$ cat src/rtl/seq_controller.sv
// Programmable step sequencer driving data_path sel1/sel2, advanced by ce ticks on clk.
// Optional repeat mode is compiled in with SEQ_CTRL_LOOP_EN.
module seq_controller #(
    parameter int unsigned NUM_STEPS = 8,
    parameter int unsigned IDX_W     = 3,
    parameter int unsigned DWELL_W   = 8
) (
    input  logic               clk,
    input  logic               rst,
    input  logic               ce,
    input  logic               start,
    input  logic               stop,
    input  logic               loop,
    input  logic [IDX_W-1:0]   last_idx,
    input  logic               wr_en,
    input  logic [IDX_W-1:0]   wr_addr,
    input  logic [5:0]         wr_sel1,
    input  logic               wr_sel2,
    input  logic [DWELL_W-1:0] wr_dwell,
    output logic [5:0]         sel1,
    output logic               sel2,
    output logic               busy,
    output logic               done,
    output logic [IDX_W-1:0]   step_idx
);

    typedef enum logic [1:0] {S_IDLE, S_RUN, S_DONE} state_t;

    localparam logic [IDX_W-1:0] MAX_IDX = IDX_W'(NUM_STEPS - 1);

    logic [5:0]         tbl_sel1  [NUM_STEPS];
    logic               tbl_sel2  [NUM_STEPS];
    logic [DWELL_W-1:0] tbl_dwell [NUM_STEPS];

    state_t             state_q, state_d;
    logic [IDX_W-1:0]   step_idx_q, step_idx_d;
    logic [DWELL_W-1:0] cnt_q, cnt_d;
    logic [5:0]         sel1_q, sel1_d;
    logic               sel2_q, sel2_d;
    logic               busy_q, busy_d;
    logic               done_q, done_d;
    logic [IDX_W-1:0]   last_q, last_d;
    logic               loop_q, loop_d;
    logic               load_en;
    logic [IDX_W-1:0]   load_idx;

`ifndef SEQ_CTRL_LOOP_EN
    logic unused_loop;
    assign unused_loop = loop;
`endif

    // Table storage is intentionally not reset; writable only while idle.
    always_ff @(posedge clk) begin
        if (state_q == S_IDLE && wr_en) begin
            tbl_sel1[wr_addr]  <= wr_sel1;
            tbl_sel2[wr_addr]  <= wr_sel2;
            tbl_dwell[wr_addr] <= wr_dwell;
        end
    end

    always_comb begin
        state_d    = state_q;
        step_idx_d = step_idx_q;
        cnt_d      = cnt_q;
        sel1_d     = sel1_q;
        sel2_d     = sel2_q;
        busy_d     = busy_q;
        done_d     = 1'b0;
        last_d     = last_q;
        loop_d     = loop_q;
        load_en    = 1'b0;
        load_idx   = '0;
        case (state_q)
            S_IDLE: begin
                sel1_d = '0;
                sel2_d = 1'b0;
                busy_d = 1'b0;
                if (start && !stop) begin
                    state_d = S_RUN;
                    busy_d  = 1'b1;
                    load_en = 1'b1;
                    last_d  = (last_idx > MAX_IDX) ? MAX_IDX : last_idx;
`ifdef SEQ_CTRL_LOOP_EN
                    loop_d  = loop;
`else
                    loop_d  = 1'b0;
`endif
                end
            end
            S_RUN: begin
                if (stop) begin
                    state_d = S_IDLE;
                    busy_d  = 1'b0;
                    sel1_d  = '0;
                    sel2_d  = 1'b0;
                end else if (ce) begin
                    if (cnt_q != '0) begin
                        cnt_d = cnt_q - DWELL_W'(1);
                    end else if (step_idx_q < last_q) begin
                        load_en  = 1'b1;
                        load_idx = step_idx_q + IDX_W'(1);
                    end else if (loop_q) begin
                        load_en = 1'b1;
                    end else begin
                        state_d = S_DONE;
                        busy_d  = 1'b0;
                        done_d  = 1'b1;
                        sel1_d  = '0;
                        sel2_d  = 1'b0;
                    end
                end
            end
            default: begin
                state_d = S_IDLE;
                busy_d  = 1'b0;
            end
        endcase
        // Entry point for both sequence start and step advance/wrap.
        if (load_en) begin
            step_idx_d = load_idx;
            sel1_d     = tbl_sel1[load_idx];
            sel2_d     = tbl_sel2[load_idx];
            cnt_d      = tbl_dwell[load_idx];
        end
    end

    always_ff @(posedge clk) begin
        if (rst) begin
            state_q    <= S_IDLE;
            step_idx_q <= '0;
            cnt_q      <= '0;
            sel1_q     <= '0;
            sel2_q     <= 1'b0;
            busy_q     <= 1'b0;
            done_q     <= 1'b0;
            last_q     <= '0;
            loop_q     <= 1'b0;
        end else begin
            state_q    <= state_d;
            step_idx_q <= step_idx_d;
            cnt_q      <= cnt_d;
            sel1_q     <= sel1_d;
            sel2_q     <= sel2_d;
            busy_q     <= busy_d;
            done_q     <= done_d;
            last_q     <= last_d;
            loop_q     <= loop_d;
        end
    end

    assign sel1     = sel1_q;
    assign sel2     = sel2_q;
    assign busy     = busy_q;
    assign done     = done_q;
    assign step_idx = step_idx_q;

endmodule

$ cat config.mk
export PLATFORM = sky130hd
export DESIGN_NAME = seq_controller
export DESIGN_NICKNAME = d
export VERILOG_FILES = /design/src/rtl/seq_controller.sv
export SDC_FILE = /design/constraint.sdc
export NUM_CORES = 1
export LEC_CHECK = 0
export BUFFER_PORTS_ARGS = -buffer_cell sky130_fd_sc_hd__buf_2
export CAP_MARGIN = 40
export CORE_MARGIN = 2
export CORE_UTILIZATION = 65
export CTS_CLUSTER_DIAMETER = 200
export CTS_CLUSTER_SIZE = 8
export DETAILED_ROUTE_END_ITERATION = 12
export PLACE_DENSITY_LB_ADDON = 0.12
export SYNTH_ARGS = -nofsm -noshare
export SYNTH_HDL_FRONTEND = slang
export SYNTH_SLANG_ARGS = --single-unit
$ cat constraint.sdc
create_clock -name clk -period 6.8 [get_ports clk]
set_input_delay 2.04 -clock clk [delete_from_list [all_inputs] [get_ports clk]]
set_output_delay 2.04 -clock clk [all_outputs]
set_load 0.005 [all_outputs]
Word-level counts from Yosys, hierarchy flattened --
Memories as Yosys holds them, arrays and structs flattened. Cells that the tools add are included.
Storage, ports and cells: register bits 25, latch bits 0, memory bits (writable) 120, ROM bits 0, bits of input ports 28, output and inout bits 12, word-level logic and storage cells 79, memories kept 3
Cells by class: $add $sub $neg 2, $mul 0, div/mod/pow operators 0, order comparisons 2, eq/ne operators 9, shift-type cells 0, multiplexer cells 38, bitwise logic cells 2, reductions and logical operators 15
Memory list:
- tbl_dwell | depth 8, width 8, rd ports 1, clocked after memory_dff 0, wr ports 1, RTL line 33 | logic [DWELL_W-1:0] tbl_dwell [NUM_STEPS];
- tbl_sel1 | depth 8, width 6, rd ports 1, clocked after memory_dff 0, wr ports 1, RTL line 31 | logic [5:0] tbl_sel1 [NUM_STEPS];
- tbl_sel2 | depth 8, width 1, rd ports 1, clocked after memory_dff 0, wr ports 1, RTL line 32 | logic tbl_sel2 [NUM_STEPS];
Operators with widths (number):
- $mux W8 | 5
- $mux W6 | 5
- $mux W3 | 6
- $mux W1 | 12
- $ne A4 B4 Y1 const B | 3
- $pmux W6 S2 | 1
- $reduce_and A4 Y1 | 3
- $mux W2 | 5
- $ne A3 B3 Y1 const B | 3
- $reduce_bool A8 Y1 | 1
- $sub A8 B1 Y8 const B | 1
- $pmux W1 S2 | 3
- $reduce_bool A2 Y1 | 3
- $reduce_or A6 Y1 | 1
- $ne A2 B1 Y1 const B | 2
- $pmux W2 S2 | 1
- $add A3 B1 Y3 const B | 1
- $gt A3 B3 Y1 const B | 1
- $lt A3 B3 Y1 | 1
- $reduce_and A3 Y1 | 1
- $reduce_bool A3 Y1 | 1
- $eq A2 B1 Y1 const B | 1
- $logic_and A1 B1 Y1 | 2
- $logic_not A2 Y1 | 1
- other kinds (3) | 4

Logic depth before layout (Yosys ltp) --
word-level depth 8, mapped depth 10, gate-level depth less buffers 8

Worst setup path after synthesis --
OpenSTA, ideal clock, no wires.
path type input port to flip-flop, start point input wr_addr[0], end point memory tbl_dwell[0][0], enable pin, library setup time 406 ps, arrival time 3318 ps, data required time 6394 ps, setup slack 3076 ps, stages 2, path buffers 0, cells stage by stage nand3b_1 > nor3_1
RTL lines:
- from (decl) | RTL line 16 | input logic [IDX_W-1:0] wr_addr,
- to (decl) | RTL line 33
No word-level cell before the write port.

Worst setup path in the final report --
start point input stop, end point register sel1_q[0] (netlist: sel1[0])
On the way: longest elaborated chain between the ends 6, elaborated cells on any way between the ends 16, classes of those cells eq/ne: 3; mux: 8; reduce/logical: 4; memory: 1
Ends and longest elaborated chain:
- from (decl) | RTL line 12 | input logic stop,
- $logic_not A1 Y1 | RTL line 78 | if (start && !stop) begin
- $logic_and A1 B1 Y1 | RTL line 78
- $mux W1 | RTL line 78
- $pmux W1 S2 | RTL line 73 | case (state_q)
- $ne A4 B4 Y1 (no source line) or $reduce_bool A3 Y1 (tied branches)
- $reduce_and A4 Y1 (no source line)
- to (signal assigned) | RTL line 142 | sel1_q <= sel1_d;
- to (decl) | RTL line 38 | logic [5:0] sel1_q, sel1_d;
Parallel ways exist; a longest one is shown, timed or not. A chain may end at the register's enable or synchronous reset.

==> qor.txt <==
DRT iter0 DRCs = 351
CP max FO = 18
Synth Area in Compound Gates = 0.111
Worst Path Buf+Inv = 2
Net Switching = 457 uW
Max-cap viol count = 0
Tot GR Track Use = 0.298
Yosys top cell by area = edfxtp_1
Comb power frac = 0.059
CTS max path bufs = 2
CORE AREA = 0.00915 mm^2
Num CTS Buffers = 17
Worst-path clk slew = 60 ps
Layout cell share with drive strength beyond 1 = 0.232
CP peak stage delay = 750 ps
Pleak = 2.39 nW
Fmax = 240 MHz
Setup crit end kind = flip-flop
Antenna violations before repair = 0
Critical path cell sequence = buf_2, nand4bb_1, nor4_4, buf_4, mux2_2, o21ai_0, o211ai_1
Synth Instances = 445
Num ports = 40
WP data arrival = 4530 ps
Power Dens Cells = 285 mW/mm^2
Most frequent cells in the layout = 120 x edfxtp_1, 42 x nand2_1, 39 x buf_2, 29 x nor2_1
Share of the synthesized area in the top cell type = 0.593
Initial DRT Pass Iterations = 5
Synth Warn # = 0
Netlist cell types = 64
CP required = 7170 ps
Largest net degree at the start of global routing = 32
Post-synth ARST share = 0
Post-synth EDFFs = 120
Synth Area in Simple Gates = 0.111
Mux share of post-synthesis cell area = 0.0636
Hold WC Path Type = reg -> reg
CTS Root Cell = clkbuf_8
Yosys reg bits = 145
Critical-path top delay cell = nor4_4
Most common cell after layout, fill and taps aside = edfxtp_1
CTS tree = yes
Pwr Total = 2.01 mW
Final antenna-violating net count = 0
Top_reg_cell synth = edfxtp_1
Synth Net Count = 478
Die X = 101 um
Chip height = 101 um
Synth Area in Adders = 0.0103
Seq/Total Area, Yosys = 0.675
Internal power = 1.55 mW
Switching part of the total = 0.228
Via density = 6.49
Status = complete, no violations
DIE AREA = 0.0101 mm^2
Part of the power in registers = 0.494
Setup bufs post-CTS = 0
Ant diodes = 0
Period minus WS final = 4160 ps
Final Routed Wirelength = 13.9 mm
Final core occ = 0.768
Xor-xnor portion of the synthesized cell area = 0.00577
Worst-Margin Slew = 835 ps
Gpl congestion = 0.956
Number of global-route vias before repair = 4,109
Synth Cell Area = 0.00608 mm^2
Via count = 4,054
Gates resized, CTS repair = 0
Cell row count = 35
Max Slew Vio Count = 0
Crit path launch type = input port
Detailed-route wire length per cell = 22.3 um
Crit Path Category = in -> reg
Number of setup violations in the final report = 0
First-pass GRT wire length = 21.9 mm
Layout Nets = 534
Final HPWL DP = 8.22 mm
Maximum VDD drop = 0.225 mV
Worst slack at placement = 2160 ps
Min setup slack post-route = 2640 ps
Sink Count = 145
Main combinational cell family by area after synthesis = simple AND/OR/NAND/NOR gates
Clock share of power = 0.446
Final hold vios = 0
Port Buffers = 38
Mapped Avg Cell Area = 13.7 um^2
Worst-Skew Late Latency = 510 ps
Cells taking the most area after synthesis = edfxtp_1 59%, dfxtp_1 8.2%, mux2_2 3.3%
Final worst-path cycle share = 0.612
Grt ovf = 0
Unrepaired setup endpoints after global routing = false
Setup TNS = 0 ps
DRC Markers = 0
H-tree levels = 4
Synth-to-Final Area Change = 15.8%
Final hold slack = 462 ps
Slew Limit Headroom = 0.441
Skew final = 7.48 ps
Cts hold-fix bufs = 0
Top Family by Delay on Critical Path = simple AND/OR/NAND/NOR gates
Starting Density = 0.664
[worst register-to-register path: stages, from the launching register on]
cell and delay (ps):
dfxtp_1 370, inv_1 100, ha_1 170, nor3b_2 490, nand2_4 190, nor4_4 600, buf_4 370, mux2_2 370
o21ai_0 220, o211ai_1 130
[power groups by stage]
stage,Clock (mW),Sequential [mW],Combinational (mW)
floorplan,0,1.01,0.0716
global placement,0,1.01,0.112
detailed placement,0,1.01,0.116
CTS,0.904,0.991,0.117
global route,0.944,0.993,0.131
finish,0.896,0.992,0.119
[synth_stat cells, types with 3 or more instances]
cell         n
mux2i_1     15
edfxtp_1   120
nor4_1       7
o21ai_0     25
a2bb2oi_1    3
dfxtp_1     25
a211o_1      3
a311oi_1     3
clkbuf_1     9
nor2b_1      5
nand2_1     42
nand3b_1     3
inv_1       10
a211oi_1     3
ha_1         5
a21oi_1     16
nor3_1       7
or3_1        3
nand3_1      6
nand2b_1     4
a31oi_1     13
o211ai_1    13
mux2_2      18
nor2_1      29
buf_2        4
[registers in the layout (all words and copies together) (netlist names), 2 cells and up]
register,flops
state_q,2
step_idx,3
tbl_sel1,48
cnt_q,8
tbl_dwell,64
sel1,6
tbl_sel2,8
last_q,3
[final cells by class]
cell class,instances,area [um^2]
clock inverter,13,151
tap,111,139
fill,552,2120
sequential,145,4100
multi-input combinational,271,1850
clock buffer,19,422
timing repair buffer,56,328
inverter,10,37.5
[logic make-up (layout without fill, tap and decap cells)]
| kind of cell | Yosys count | in the layout |
|---|---|---|
| flops | 145 | 145 |
| xor+xnor | 4 | 4 |
| buf+inv | 29 | 98 |
| compound gates | 102 | 102 |
| fa+ha+maj | 5 | 5 |
| simple gates | 125 | 125 |
| mux | 35 | 35 |
[worst paths after layout]
check / end / slack (ps) / start / cells after the start
worst max-delay path: sel1[0]$_SDFFE_PP0P_ / 2640 / stop / 7
worst min register to register: last_q[2]$_SDFFE_PP0P_ / 460 / last_q[2]$_SDFFE_PP0P_ / 2
worst max register to register: sel1[0]$_SDFFE_PP0P_ / 3670 / cnt_q[0]$_SDFFE_PP0P_ / 9
worst min-delay path: last_q[2]$_SDFFE_PP0P_ / 460 / last_q[2]$_SDFFE_PP0P_ / 2
[layer usage]
| layer | wire, um | GRT usage | vias to the layer above |
|---|---|---|---|
| met2 | 6380 | 0.444 | 189 |
| met5 | 0 | 0 | - |
| li1 | - | - | 1843 |
| met4 | 447 | 0.141 | 0 |
| met1 | 6000 | 0.421 | 1992 |
| met3 | 1110 | 0.0680 | 30 |
[stage by stage]
step           instances  instance area (um^2)
6_report             625                  7030
2_1_floorplan        445                  6080
4_1_cts              624                  7030
3_5_place_dp         592                  6450
5_1_grt              625                  7030
3_3_place_gp         589                  6430
No activity file was read; power rests on OpenSTA's default activity.
